===== config.mk =====
export PLATFORM = sky130hd
export DESIGN_NAME = pwm_breathe_multi
export DESIGN_NICKNAME = d
export VERILOG_FILES = /design/src/rtl/pwm_breathe_multi.sv
export SDC_FILE = /design/constraint.sdc
export NUM_CORES = 1
export LEC_CHECK = 0
export CAP_MARGIN = 40
export CORE_MARGIN = 4
export CORE_UTILIZATION = 59
export DETAILED_ROUTE_END_ITERATION = 12
export PLACE_DENSITY = 0.76
export SLEW_MARGIN = 30
export SYNTH_ARGS = -nofsm -noshare
export SYNTH_HDL_FRONTEND = slang
export SYNTH_SLANG_ARGS = --single-unit

===== constraint.sdc =====
create_clock -name clk -period 5.1 [get_ports clk]
set_input_delay 1.275 -clock clk [delete_from_list [all_inputs] [get_ports clk]]
set_output_delay 1.275 -clock clk [all_outputs]
set_load 0.02 [all_outputs]

===== src/rtl/pwm_breathe_multi.sv =====
// Multi-channel LED breathing/PWM driver with per-channel mode select.
// A shared PWM period counter and a shared step prescaler drive CHANNELS
// duty engines; duty is double-buffered into act_duty at PWM period wrap.
//
// Ports:
//   clk        system clock, rising edge
//   rst        asynchronous active-high reset
//   en         global run enable (0 = freeze state, outputs low)
//   mode       per channel, bits [2i+1:2i]: 00 off, 01 on, 10 breathe, 11 blink
//   led_out    registered PWM outputs
//   step_tick  one-cycle pulse following each duty step strobe
//
// Optional feature macro: PWM_PHASE_STAGGER_EN
//   defined   -> channel i resets to DUTY_MIN + i*((DUTY_MAX-DUTY_MIN)/CHANNELS)
//   undefined -> every channel resets to DUTY_MIN (lockstep breathing)
module pwm_breathe_multi #(
    parameter int unsigned CHANNELS   = 4,
    parameter int unsigned PWM_PERIOD = 100,
    parameter int unsigned STEP_TICKS = 5000000,
    parameter int unsigned DUTY_MIN   = 1,
    parameter int unsigned DUTY_MAX   = 50
) (
    input  logic                  clk,
    input  logic                  rst,
    input  logic                  en,
    input  logic [2*CHANNELS-1:0] mode,
    output logic [CHANNELS-1:0]   led_out,
    output logic                  step_tick
);

    localparam int unsigned PW = $clog2(PWM_PERIOD) + 1;
    localparam int unsigned SW = $clog2(STEP_TICKS) + 1;

    localparam logic [PW-1:0] PWM_LAST  = PW'(PWM_PERIOD - 1);
    localparam logic [SW-1:0] STEP_LAST = SW'(STEP_TICKS - 1);
    localparam logic [PW-1:0] D_MIN     = PW'(DUTY_MIN);
    localparam logic [PW-1:0] D_MAX     = PW'(DUTY_MAX);

`ifdef PWM_PHASE_STAGGER_EN
    localparam int unsigned STAGGER = (DUTY_MAX - DUTY_MIN) / CHANNELS;
`else
    localparam int unsigned STAGGER = 0;
`endif

    localparam logic [1:0] MODE_OFF     = 2'b00;
    localparam logic [1:0] MODE_ON      = 2'b01;
    localparam logic [1:0] MODE_BREATHE = 2'b10;
    localparam logic [1:0] MODE_BLINK   = 2'b11;

    logic [PW-1:0] pwm_cnt;
    logic [SW-1:0] step_cnt;
    logic [PW-1:0] duty     [CHANNELS];
    logic [PW-1:0] act_duty [CHANNELS];
    logic          dir_up   [CHANNELS];
    logic          blink    [CHANNELS];

    logic wrap_c;
    logic strobe_c;

    // Period wrap and step strobe only fire while running.
    assign wrap_c   = en && (pwm_cnt == PWM_LAST);
    assign strobe_c = en && (step_cnt == STEP_LAST);

    // Shared counters, per-channel duty engines and registered outputs.
    always_ff @(posedge clk or posedge rst) begin
        if (rst) begin
            pwm_cnt   <= '0;
            step_cnt  <= '0;
            step_tick <= 1'b0;
            led_out   <= '0;
            for (int i = 0; i < CHANNELS; i++) begin
                duty[i]     <= PW'(DUTY_MIN + i * STAGGER);
                act_duty[i] <= PW'(DUTY_MIN + i * STAGGER);
                dir_up[i]   <= 1'b1;
                blink[i]    <= 1'b0;
            end
        end else begin
            step_tick <= strobe_c;

            if (en) begin
                pwm_cnt  <= wrap_c   ? '0 : pwm_cnt + PW'(1);
                step_cnt <= strobe_c ? '0 : step_cnt + SW'(1);
            end

            for (int i = 0; i < CHANNELS; i++) begin
                // Shadow load sees duty before this cycle's step update.
                if (wrap_c) begin
                    act_duty[i] <= duty[i];
                end

                // Triangle sweep with direction reversal and no dwell at the ends.
                if (strobe_c && mode[2*i +: 2] == MODE_BREATHE) begin
                    if (dir_up[i]) begin
                        if (duty[i] < D_MAX) begin
                            duty[i] <= duty[i] + PW'(1);
                        end else begin
                            dir_up[i] <= 1'b0;
                            duty[i]   <= duty[i] - PW'(1);
                        end
                    end else begin
                        if (duty[i] > D_MIN) begin
                            duty[i] <= duty[i] - PW'(1);
                        end else begin
                            dir_up[i] <= 1'b1;
                            duty[i]   <= duty[i] + PW'(1);
                        end
                    end
                end

                if (strobe_c && mode[2*i +: 2] == MODE_BLINK) begin
                    blink[i] <= ~blink[i];
                end

                // Mode is applied directly, not deferred to the period boundary.
                if (!en) begin
                    led_out[i] <= 1'b0;
                end else begin
                    case (mode[2*i +: 2])
                        MODE_OFF:     led_out[i] <= 1'b0;
                        MODE_ON:      led_out[i] <= 1'b1;
                        MODE_BREATHE: led_out[i] <= (pwm_cnt < act_duty[i]);
                        default:      led_out[i] <= blink[i] && (pwm_cnt < D_MAX);
                    endcase
                end
            end
        end
    end

endmodule


# Yosys cells after proc, flatten, opt, wreduce, memory -nomap -nowiden
# Index checks and enable logic that the tools add are counted.
[word_totals]
out_inout_bits = 5
ff_bits = 109
input_bits = 11
elab_cells = 113
[op_classes]
n_bitwise = 4
addsub = 10
muxes = 34
reduce_logical = 18
order_cmp = 13
n_eq_ne = 14
[op_table]
columns = ["op", "n"]
rows = [
  ["8-bit two-way mux", 13],
  ["8-bit by 1-bit adder with 8-bit output (second input constant)", 5],
  ["8-bit by 6-bit < comparator with 1-bit output (second input constant)", 5],
  ["8-bit by 1-bit > comparator with 1-bit output (second input constant)", 4],
  ["8-bit < comparator", 4],
  ["8-bit by 1-bit subtractor with 8-bit output (second input constant)", 4],
  ["24-bit by 1-bit adder with 24-bit output (second input constant)", 1],
  ["24-bit by 23-bit == test with 1-bit output (second input constant)", 1],
  ["24-bit two-way mux", 1],
  ["2-bit == test (second input constant)", 8],
  ["1-bit two-way mux", 16],
  ["1-bit logical AND", 14],
  ["1-bit case mux with 3 select lines", 4],
  ["2-bit by 1-bit == test with 1-bit output (second input constant)", 4],
  ["8-bit by 7-bit == test with 1-bit output (second input constant)", 1],
  ["2-bit zero test", 4],
  ["1-bit NOT", 4],
]

# Depth between registers and ports, before layout
# Gate-level depths: netlist of the first run.
[depth]
depth_word = 4
ltp_mapped = 7
depth_no_buf = 7

# Worst setup path after synthesis of the first run
# No wires, ideal clock.
[synth_path]
path_type = "input to register"
start = "input port en"
end = "register blink[0] in the netlist's numbering"
path_buffers = 2
slack_ns = 2.015
required_ns = 5.021
setup_ns = 0.079
arrival_time_ns = 3.006
cell_stages = 7
path_cell_list = "buf_4 nand4_2 or4_1 or3_1 clkbuf_1 nor2_1 xor2_1"
[synth_between]
elab_chain_cells = 2
[synth_lines]
columns = ["element", "line_no", "text"]
rows = [
  ["start: declaration", "25", "input logic en,"],
  ["1-bit logical AND", "62", "assign strobe_c = en && (step_cnt == STEP_LAST);"],
  ["1-bit logical AND", "110", "if (strobe_c && mode[2*i +: 2] == MODE_BLINK) begin"],
  ["end signal: indexed assignment", "111", "blink[i] <= ~blink[i];"],
  ["end: declaration", "55", "logic blink [CHANNELS];"],
]
# Every way passes these cells.
# A chain may end at the register's enable or synchronous reset.

# Worst setup path after layout of the first run
[layout_path]
start = "input port en"
end = "register duty[23] in the netlist's numbering"
[layout_between]
elab_chain_cells = 2
[layout_lines]
columns = ["element", "line_no", "text"]
rows = [
  ["1-bit logical AND", "62", ""],
  ["1-bit logical AND", "92", "if (strobe_c && mode[2*i +: 2] == MODE_BREATHE) begin"],
  ["end signal: indexed assignment", "72", "duty[i] <= PW'(DUTY_MIN + i * STAGGER);"],
  ["end signal: indexed assignment", "95", "duty[i] <= duty[i] + PW'(1);"],
  ["end signal: indexed assignment", "98", "duty[i] <= duty[i] - PW'(1);"],
  ["end: declaration", "52", "logic [PW-1:0] duty [CHANNELS];"],
]
# Every way passes these cells.

==> results.yml, run 1 <==
status:
  status: "finished clean"
job:
  maxCapViolations: 0
clock_network:
  clk_transition_reported_paths_ps: 100
  htreeDepth: 3
  post-cts-setup-buffer-count: 0
  insertion_delay_ps: 380
  clk_path_buf_depth: 2
  cts.sinks: 109
  tritoncts: "done"
  cts_buffers: 9
  clockRootBuffer: "clkbuf_8"
  cts.repair.resized: 0
  ctsHoldBuffers: 0
die:
  fp-row-count: 36
  initial_core_util_pct: 61.5
  die_h_microns: 110
  ioPinCount: 16
  dieArea_sq_mm: 0.0120
  core_area_sq_mm: 0.00991
  die_x_microns: 110
logic_synthesis:
  synthFlopType: "dfrtp_1"
  syn_inst: 606
  synth-seq-cells: 109
  synth-edff-count: 0
  ys_warn_count: 0
  yosysSeqAreaShare_pct: 45.0
  syn_area_sq_mm: 0.00609
  ys_async_sr_fraction_pct: 100
  postSynthAreaPerCell_sq_um: 10.1
  synth_fp_nets: 659
  synth_cell_types: 49
final_layout:
  antenna_cells: 0
  layout_commonest_cell: "dfrtp_1"
  layout-drive-gt1-share_pct: 12.3
  areaGrowthSynthToFinish_pct: 8.62
  nets: 673
  fill_cells: 793
  fin_util_pct: 66.8
  final_cell_mix: "97 x dfrtp_1, 42 x o21ai_0, 42 x ha_1"
global_route:
  grt_max_degree: 58
  antenna_found_initial: 0
  grt_pass1_vias: 4455
  grt_usage_pct: 22.4
  grt_pass1_wl_mm: 21.1
  grt.overflow.total: 0
sta:
  min_period_over_period_pct: 76.2
  timing.setup.tns_ps: 0
  hold_viol: 0
  slew_violations: 0
  rsz0062_at_grt: "false"
  finalWorstSetupSlack_ps: 1220
  finClkSkew_ps: 8.68
  max_freq_ghz: 0.257
  max_slew_margin_pct: 44.3
  period_needed_ps: 3880
  max_slew.worst_pin.slew_ps: 827
  setup_violations: 0
placement:
  io_buffers: 15
  gp_congestion: 0.885
  dpl.hpwl_mm: 8.50
  place_ws_ps: 786
detailed_routing:
  detail-route-antenna-nets: 0
  routedWlPerCell_microns: 15.9
  drt_drc_violations_left: 0
  drt_iter0_drc: 193
  num_vias: 4456
  first_pass_iters: 4
  vias_per_cell: 5.88
  wl_mm: 12.1
power:
  leakage_uw: 0.00305
  powerDensity_mw_per_mm2: 297
  vdd_drop_max_mv: 0.200
setup_path:
  end_kind: "register"
  worstSetupPathType: "in2reg"
  worstSetupStartpointType: "input pin"
  critPathMaxFanout: 18
  worstPathArrival_ps: 4210
  critPathRequiredTime_ps: 5430
min_path:
  hold_class: "reg2reg"
[where the power goes]
group	internal (uW)	switching [uW]	total [uW]
Combinational	167	167	334
Clock	329	283	613
Sequential	914	105	1020
[worst max-delay path, cell delays in order]
cell and delay (ps):
clkdlybuf4s50_1 460, buf_4 220, nand4_2 190, nor4_1 730
nand4_1 600, or4_1 660, nand2_1 70
[cells in the mapped netlist (5+ instances only)]
library cell | number | area [sq um]
xnor2_1 | 37 | 324
or2_2 | 5 | 31.3
nor4_1 | 6 | 37.5
nor2_1 | 34 | 128
nor3_1 | 18 | 90.1
a21oi_1 | 28 | 140
xor2_1 | 20 | 175
inv_1 | 42 | 158
ha_1 | 42 | 526
clkbuf_1 | 15 | 56.3
nand2_1 | 41 | 154
or4_1 | 10 | 75.1
nand2b_1 | 8 | 50.1
a21o_1 | 8 | 60.1
nand3_1 | 29 | 145
o21ai_0 | 42 | 210
dfrtp_1 | 97 | 2430
and3_1 | 12 | 75.1
mux2_2 | 27 | 304
dfstp_2 | 12 | 315
nand4_1 | 15 | 93.8
[stage by stage]
stage | instance area, sq um | std cells | hold slack (ps) | total power, uW
4_1_cts | 6610 | 756 | 476 | 1990
3_3_place_gp | 6360 | 740 | 457 | 1350
3_5_place_dp | 6360 | 740 | 458 | 1370
2_1_floorplan | 6090 | 606 | 442 | 1240
5_1_grt | 6620 | 758 | 496 | 2090
6_report | 6620 | 758 | 480 | 1970
[sequential cells by signal (all words and copies together) (netlist names)]
register   cells
act_duty      32
dir_up         4
step_tick      1
step_cnt      24
duty          32
blink          4
led_out        4
pwm_cnt        8
[final timing paths]
path / from / end / slack, ps / cells past startpoint
setup / recovery: en / duty[23]$_DFFE_PP0P_ / 1220 / 7
hold / removal: blink[1]$_DFFE_PP0P_ / blink[1]$_DFFE_PP0P_ / 480 / 1
setup reg to reg: step_cnt[15]$_DFFE_PP0P_ / duty[23]$_DFFE_PP0P_ / 2040 / 5
hold reg to reg: blink[1]$_DFFE_PP0P_ / blink[1]$_DFFE_PP0P_ / 480 / 1
max in group asynchronous: rst / dir_up[3]$_DFFE_PP1P_ / 2870 / 3
min in group asynchronous: rst / step_cnt[13]$_DFFE_PP0P_ / 1340 / 2
[cell families after synthesis]
logic type	share of synthesized area (%)
XOR/XNOR	8.19
AO/OA/AOI/OAI	10.6
buffers and inverters	3.98
flip-flops	45.0
multiplexers	4.99
AND/OR/NAND/NOR	18.6
adder cells (fa/ha/maj)	8.62
[layout make-up]
class / instances / area, sq um / share of cell area [%]
tap: 133 / 166 / 2.51
timing repair buffer: 22 / 198 / 2.99
inverter: 42 / 160 / 2.42
clock inverter: 3 / 65.1 / 0.983
multi-input combinational: 436 / 3110 / 47.0
sequential: 109 / 2740 / 41.4
clock buffer: 13 / 179 / 2.70
[routing by layer]
metal	wire, microns	global-route usage (%)	share of wire (%)
met5	0	0	0
met4	188	6.95	1.6
met3	561	6.17	4.6
met2	5820	35.7	48
met1	5490	29.8	46
(Power assumes the default switching activity.)
==> inputs of run 2 (changes only) <==
CORE_UTILIZATION = 56   (was 59)
PLACE_DENSITY = 0.75   (was 0.76)
clock period = 3.3 ns   (was 5.1 ns; I/O delays follow)
==> results.yml, run 2 (synthesized netlist as in run 1, its figures left out) <==
placement:
  gp_congestion: 0.929
  io_buffers: 15
  dpl.hpwl_mm: 8.73
  post_dp_cell_area_sq_mm: 0.00644
power:
  leakage_uw: 0.00310
  vdd_drop_max_mv: 0.560
  powerDensity_mw_per_mm2: 461
sta:
  slew_violations: 0
  max_slew.worst_pin.slew_ps: 600
  period_needed_ps: 2710
  min_period_over_period_pct: 82.3
  max_freq_ghz: 0.368
  hold_viol: 0
  finClkSkew_ps: 9.67
  timing.setup.tns_ps: 0
  setup_violations: 0
  rsz0062_at_grt: "false"
  max_slew_margin_pct: 60.0
die:
  initial_core_util_pct: 58.2
  dieArea_sq_mm: 0.0126
  die_x_microns: 112
  core_area_sq_mm: 0.0105
  ioPinCount: 16
  fp-row-count: 37
  die_h_microns: 112
clock_network:
  clk_transition_reported_paths_ps: 100
  clk_path_buf_depth: 2
  ctsHoldBuffers: 0
  insertion_delay_ps: 390
  tritoncts: "done"
  clockRootBuffer: "clkbuf_8"
  cts_buffers: 9
  post-cts-setup-buffer-count: 0
  cts.sinks: 109
  cts.repair.resized: 0
  htreeDepth: 3
setup_path:
  r2r_slack_ps: 810
  slowest_delay_ps: 650
  r2r-start: "step_cnt[15]$_DFFE_PP0P_"
  slowest_stage: "or4_1"
  rr_worst_depth: 5
  end_kind: "register"
  crit_start: "en"
  path_cells: "clkdlybuf4s50_1 -> nand4_2 -> or4_1 -> nor4_4 -> nand3_1 -> mux2_2"
  critPathMaxFanout: 7
  worstSetupPathType: "in2reg"
  critPathRequiredTime_ps: 3580
  endpoint: "duty[15]$_DFFE_PP0P_"
  r2r_end: "duty[15]$_DFFE_PP0P_"
  worstSetupStartpointType: "input pin"
  worstPathArrival_ps: 3000
detailed_routing:
  first_pass_iters: 5
  num_vias: 4552
  drt_iter0_drc: 473
  routedWlPerCell_microns: 16.3
  drt_drc_violations_left: 0
  wl_mm: 12.5
  detail-route-antenna-nets: 0
  vias_per_cell: 5.93
global_route:
  grt.overflow.total: 0
  grt_pass1_wl_mm: 21.4
  grt_pass1_vias: 4497
  antenna_found_initial: 0
  grt_usage_pct: 20.7
  grt_max_degree: 110
final_layout:
  seqCellArea_sq_mm: 0.00274
  antenna_cells: 0
  layout_commonest_cell: "dfrtp_1"
  nets: 680
  multi_input_area_sq_mm: 0.00311
  fill_cells: 850
  final_cell_mix: "97 x dfrtp_1, 42 x o21ai_0, 42 x ha_1"
  final_area_sq_mm: 0.00671
  fin_util_pct: 64.2
  areaGrowthSynthToFinish_pct: 10.2
  layout-drive-gt1-share_pct: 13.1
  reg.largest.list: "act_duty x32, duty x32, step_cnt x24"
status:
  status: "finished clean"
job:
  maxCapViolations: 0
min_path:
  hold_class: "reg2reg"
run 2: worst max-delay path: cells and delay by family:
kind / cells / cell delay (ps)
simple gates: 4 / 1380
buf+inv: 1 / 500
mux: 1 / 290
run 2: per-stage QoR:
stage	instances	setup slack (ps)	power [uW]	hold slack, ps
after floorplan	606	665	1920	442
after global placement	751	237	2070	460
after detailed placement	751	194	2130	464
after CTS	767	597	3130	479
after global routing	768	505	3280	487
final	768	585	3090	478
run 2: layout make-up:
type	instances	area share (%)
Clock buffer	11	2.26
Clock inverter	5	1.58
Inverter	42	2.40
Multi-Input combinational cell	436	46.3
Sequential cell	109	40.9
Tap cell	136	2.53
Timing Repair Buffer	29	4.06
run 2: metal layers:
layer  GRT usage, %  vias to the layer above  share of wire [%]
met1           26.9                     2225                 44
li1               -                     2191                  -
met3           5.34                       12                4.7
met4           6.33                        0                1.1
met2           34.4                      124                 50
met5              0                        -                  0
run 2: worst min path at each step:
stage                         start  cells after the start                    to  slack [ps]
6_report       blink[0]$_DFFE_PP0P_                      1  blink[0]$_DFFE_PP0P_         480
5_1_grt        blink[1]$_DFFE_PP0P_                      1  blink[1]$_DFFE_PP0P_         490
4_1_cts        blink[1]$_DFFE_PP0P_                      1  blink[1]$_DFFE_PP0P_         480
3_5_place_dp   blink[1]$_DFFE_PP0P_                      1  blink[1]$_DFFE_PP0P_         460
3_3_place_gp   blink[3]$_DFFE_PP0P_                      1  blink[3]$_DFFE_PP0P_         460
2_1_floorplan  blink[0]$_DFFE_PP0P_                      1  blink[0]$_DFFE_PP0P_         440
run 2: report_power, final:
| part | internal [uW] | leakage, uW | switching (uW) |
|---|---|---|---|
| combinational | 263 | 0.00153 | 254 |
| clock | 546 | 0.000126 | 451 |
| sequential | 1410 | 0.00145 | 166 |
